File: src/rtl/rf_scoreboard.sv
// Parametrised register file with hardwired x0 and a per-register busy scoreboard.
// Optional same-cycle write-to-read bypass is enabled by defining RF_SCOREBOARD_BYPASS_EN.
module rf_scoreboard #(
    parameter  int XLEN  = 32,
    parameter  int NREGS = 32,
    parameter  int NRD   = 2,
    localparam int AW    = $clog2(NREGS)
) (
    input  logic                clk,
    input  logic                rst_n,
    input  logic [NRD*AW-1:0]   ra,
    output logic [NRD*XLEN-1:0] rd,
    output logic [NRD-1:0]      rbusy,
    input  logic                we,
    input  logic [AW-1:0]       wa,
    input  logic [XLEN-1:0]     wd,
    input  logic                rsv,
    input  logic [AW-1:0]       rsv_a,
    input  logic                flush,
    output logic [AW:0]         nbusy
);

    logic [XLEN-1:0]  mem [NREGS];
    logic [NREGS-1:0] busy;
    logic [NREGS-1:0] busy_nxt;
    logic [AW:0]      cnt_nxt;
    logic             wr_ok;
    logic             rsv_ok;

    assign wr_ok  = we && (wa != '0);
    assign rsv_ok = rsv && (rsv_a != '0);

    // Ordering matters: flush, then write clears, then reserve sets, so a
    // same-cycle reservation always wins over both flush and writeback.
    always_comb begin
        busy_nxt = flush ? '0 : busy;
        if (wr_ok)
            busy_nxt[wa] = 1'b0;
        if (rsv_ok)
            busy_nxt[rsv_a] = 1'b1;
        busy_nxt[0] = 1'b0;
    end

    always_comb begin
        cnt_nxt = '0;
        for (int i = 0; i < NREGS; i++)
            cnt_nxt = cnt_nxt + {{AW{1'b0}}, busy_nxt[i]};
    end

    always_ff @(posedge clk or negedge rst_n) begin
        if (!rst_n) begin
            for (int i = 0; i < NREGS; i++)
                mem[i] <= '0;
            busy  <= '0;
            nbusy <= '0;
        end else begin
            if (wr_ok)
                mem[wa] <= wd;
            busy  <= busy_nxt;
            nbusy <= cnt_nxt;
        end
    end

    always_comb begin
        logic [AW-1:0] a;
        rd    = '0;
        rbusy = '0;
        for (int k = 0; k < NRD; k++) begin
            a = ra[k*AW +: AW];
            if (a != '0) begin
                rd[k*XLEN +: XLEN] = mem[a];
                rbusy[k]           = busy[a];
`ifdef RF_SCOREBOARD_BYPASS_EN
                if (wr_ok && (wa == a)) begin
                    rd[k*XLEN +: XLEN] = wd;
                    rbusy[k]           = rsv && (rsv_a == wa);
                end
`endif
            end
        end
    end

endmodule

File: config.mk
export PLATFORM = sky130hd
export DESIGN_NAME = rf_scoreboard
export DESIGN_NICKNAME = d
export VERILOG_FILES = /design/src/rtl/rf_scoreboard.sv
export SDC_FILE = /design/constraint.sdc
export NUM_CORES = 2
export LEC_CHECK = 0
export CAP_MARGIN = 10
export CELL_PAD_IN_SITES_DETAIL_PLACEMENT = 0
export CELL_PAD_IN_SITES_GLOBAL_PLACEMENT = 1
export CORE_MARGIN = 3
export CORE_UTILIZATION = 54
export DETAILED_ROUTE_END_ITERATION = 7
export PLACE_DENSITY = 0.79
export SLEW_MARGIN = 0
export SYNTH_ARGS = -nofsm -noshare
export SYNTH_HDL_FRONTEND = slang
export SYNTH_SLANG_ARGS = --single-unit
File: constraint.sdc
create_clock -name clk -period 7.1 [get_ports clk]
set_input_delay 1.42 -clock clk [delete_from_list [all_inputs] [get_ports clk]]
set_output_delay 1.42 -clock clk [all_outputs]
set_load 0.02 [all_outputs]
==> results_dict.tcl <==
set metrics [dict create \
    worstRegToRegCells 20 \
    cts.repair.resized 0 \
    antenna_found_initial 7 \
    gr-usage-met3_pct 6.08 \
    drt-total-wl_mm 181 \
    worst-slew-pin-transition_ns 1.23 \
    complex_gate_fraction_of_the_synthesized_area_pct 5.67 \
    detailedPlacementHpwl_mm 104 \
    syn2layout_area_growth_pct 10.6 \
    ys_seq_area_share_pct 45.5 \
    clockRootBuffer "clkbuf_16" \
    clkSlewWorstSetupHoldPaths_ns 0.06 \
    timing_hold_violations_final 0 \
    synth_edf_count 0 \
    layout.cells.most_common "dfrtp_1" \
    critPathArrivalTime_ns 7.18 \
    cts_tree "done" \
    rr_endpoint "nbusy[5]" \
    fp.dieArea_um2 112000 \
    final_cell_mix "1061 x dfrtp_1, 1059 x mux2_2, 353 x mux4_2, 141 x buf_4, 131 x mux2i_1" \
    antenna_violating_nets_post_route 0 \
    globalplace.congestion 0.882 \
    routed_wirelength_normalized_by_instance_count_um 34.0 \
    clock-sinks 1061 \
    worstSetupStartpointType "input pin" \
    drv_slew 0 \
    post_synth_main_area_contributors "dfrtp_1 45%, mux2_2 20%, mux4_2 14%" \
    number_of_global_route_vias_before_repair 37900 \
    total_leakage_power_nw 28.0 \
    holdPathStages 0 \
    finalWorstPathRequiredPeriod_ns 6.53 \
    report.final.setup_viol 0 \
    reg2reg_from "busy[26]" \
    pwr_density_cell_nw_per_um2 275 \
    detailroute.via_count 37100 \
    critical_path.max_fanout 5 \
    overflow 0 \
    cts_hold_bufs 0 \
    ff2ff_setup_slack_ns 1.83 \
    synthesis.area_per_instance_um2 15.0 \
    maxCapViolCount 0 \
    initial_drt_pass_iterations 5 \
    pre_cts_ws_ns -0.126 \
    power.ir.vdd_worst_mv 0.192 \
    setup_ws_ns 0.571 \
    synth.cell_area_um2 58400 \
    detailed_place.area_um2 60700 \
    setup.worst_path.class "input pin to flop" \
    p_int_mw 12.9 \
    final_area_um2 64600 \
    met1_usage_pct 46.1 \
    drc 0 \
    run_status "finished clean" \
    pwr-share-comb_pct 20.6 \
    period_share_pct 92.0 \
    synth_seq_cells 1061 \
    rsz0062_at_grt "false" \
    final.setup_skew_ns 0.0154 \
    grt_max_degree 167 \
    asyncSetResetFlopFracSynth_pct 100 \
    chipHeight_um 335 \
    worstPathRequired_ns 7.75 \
    netlist.top_cell.by_area "dfrtp_1" \
    synth.lib_cells_used.distinct 59 \
    synth_top_family_by_area "multiplexers" \
    synth_top_area_share_pct 45.5 \
    via_per_inst 6.95 \
    tritoncts.num_buffers 115 \
    core_region_area_um2 106000 \
    grt_pass1_wl_mm 267 \
    buffers_added_on_ports 128 \
    grtUsageTotal_pct 32.5 \
    ctsHtreeMaxLevel 3 \
    multiInputGateArea_um2 29300 \
    initial_core_utilization_pct 54.9 \
    power_spent_charging_and_discharging_nets_mw 4.79 \
    final_layout_setup_total_negative_slack_ns 0 \
    power.sequential.fraction_pct 44.8 \
    timing.hold.worst.class "flop to flop" \
    design.final.nets 3931 \
    initialDrtViolationCount 3244 \
    fillers 8159 \
    synth_simple_gate_area_share_pct 2.06 \
    sequential_cell_area_um2 26600 \
    grt_most_used_layer "met2" \
    yosys_most_used_dff "dfrtp_1" \
    floorplan.io_pins 129 \
    fin_worst_hold_slack_ns 0.390 \
    worst_skew_pair.late_latency_ns 0.71 \
    synth_cells 3880 \
    synth.yosys.warnings 0 \
    slew_headroom_pct 17.4 \
    postCtsSetupRepairBufs 0 \
    die_w_um 335 \
    synth-adder-area-share_pct 0.939 \
    rows 119 \
    fraction_of_layout_instances_using_a_drive_strength_above_1_pct 47.6 \
    post_synth_mux_area_share_pct 41.1 \
    worst_setup_path_end_kind "flop" \
    post_synthesis_share_of_cell_area_spent_on_xor_and_xnor_gates_pct 0.0300 \
    max_freq_mhz 153 \
    whs_endpoint "mem[1007]" \
    hold_path_startpoint "mem[1007]" \
    clk_path_buf_depth 3 \
    switching_share_pct 27.0 \
    mappedNetlistNets 3967 \
    clock_power_share_pct 34.6 \
    grt.met2_usage_pct 50.5 \
]
## cells in the mapped netlist (54+ instances only)
| library cell | count |
|---|---|
| dfrtp_1 | 1061 |
| mux4_2 | 353 |
| buf_6 | 56 |
| a22oi_1 | 66 |
| o21ai_1 | 54 |
| o21ai_0 | 72 |
| buf_2 | 144 |
| a311oi_1 | 65 |
| a211oi_1 | 64 |
| mux4_1 | 107 |
| clkbuf_1 | 179 |
| mux2_2 | 1059 |
| nor2b_1 | 70 |
| buf_4 | 58 |
| mux2i_1 | 131 |
| nand2_1 | 56 |
## sequential cells by signal, indices dropped and copies added, names as in the netlist
signal and count:
mem 1024, busy 31, nbusy 6
## stage by stage
step | cells | util [%] | total power [mW]
2_1_floorplan | 3880 | - | 10.5
3_3_place_gp | 5118 | 57.1 | 11.5
3_5_place_dp | 5118 | 57.1 | 11.7
4_1_cts | 5330 | 60.7 | 17.8
5_1_grt | 5331 | 60.7 | 18.4
6_report | 5333 | 60.7 | 17.7
## power groups by stage
stage	Combinational (mW)	Sequential, mW	Clock, mW
final	3.66	7.95	6.12
after global routing	3.90	8.10	6.44
after CTS	3.66	7.93	6.20
after detailed placement	3.65	8.03	0
after global placement	3.57	7.95	0
after floorplan	2.76	7.76	0
## cells by family (layout without fill, tap and decap cells)
| group | Yosys count | after routing |
|---|---|---|
| compound gates | 423 | 423 |
| other cells | 0 | 3 |
| xor+xnor | 2 | 2 |
| mux | 1651 | 1651 |
| buf+inv | 498 | 557 |
| flops | 1061 | 1061 |
| simple gates | 215 | 215 |
| fa+ha+maj | 30 | 30 |
## critical path, stage by stage
cell and delay (ns):
clkdlybuf4s50_1 0.40, buf_4 0.17, buf_4 0.16, nor3_1 0.21
buf_4 0.19, nand3_4 0.10, a31o_2 0.29, fa_1 0.56
fa_1 0.43, fa_1 0.47, fa_1 0.51, inv_1 0.05
fa_1 0.48, inv_1 0.06, fa_1 0.51, inv_1 0.05
fa_1 0.37, buf_4 0.14, nor2b_1 0.09, o21ai_0 0.10
a21boi_0 0.26, o21a_1 0.15
## worst max path at each step
stage,start,endpoint,slack [ns],depth (start not counted)
2_1_floorplan,wa[1],nbusy[4],0.34,24
3_3_place_gp,wa[3],nbusy[4],-0.11,25
3_5_place_dp,wa[3],nbusy[5],-0.13,22
4_1_cts,wa[3],nbusy[4],0.57,25
5_1_grt,wa[3],nbusy[5],0.27,22
6_report,wa[3],nbusy[5],0.57,22
## cell type report
| type | count | share of cell area [%] |
|---|---|---|
| multi-input combinational | 2321 | 45.4 |
| sequential | 1061 | 41.1 |
| clock buffer | 176 | 5.33 |
| timing repair buffer | 295 | 4.44 |
| tap | 1391 | 2.70 |
| clock inverter | 36 | 0.659 |
| inverter | 50 | 0.299 |
| antenna | 3 | 0.0116 |
## routing by layer
layer | wire [µm] | part of all wire [%] | up-vias
met5 | 24 | 0.013 | -
met4 | 7510 | 4.1 | 6
met3 | 13000 | 7.2 | 362
met2 | 84600 | 47 | 1520
met1 | 76200 | 42 | 20100
li1 | - | - | 15000
Power figures use the tool's default switching activity.
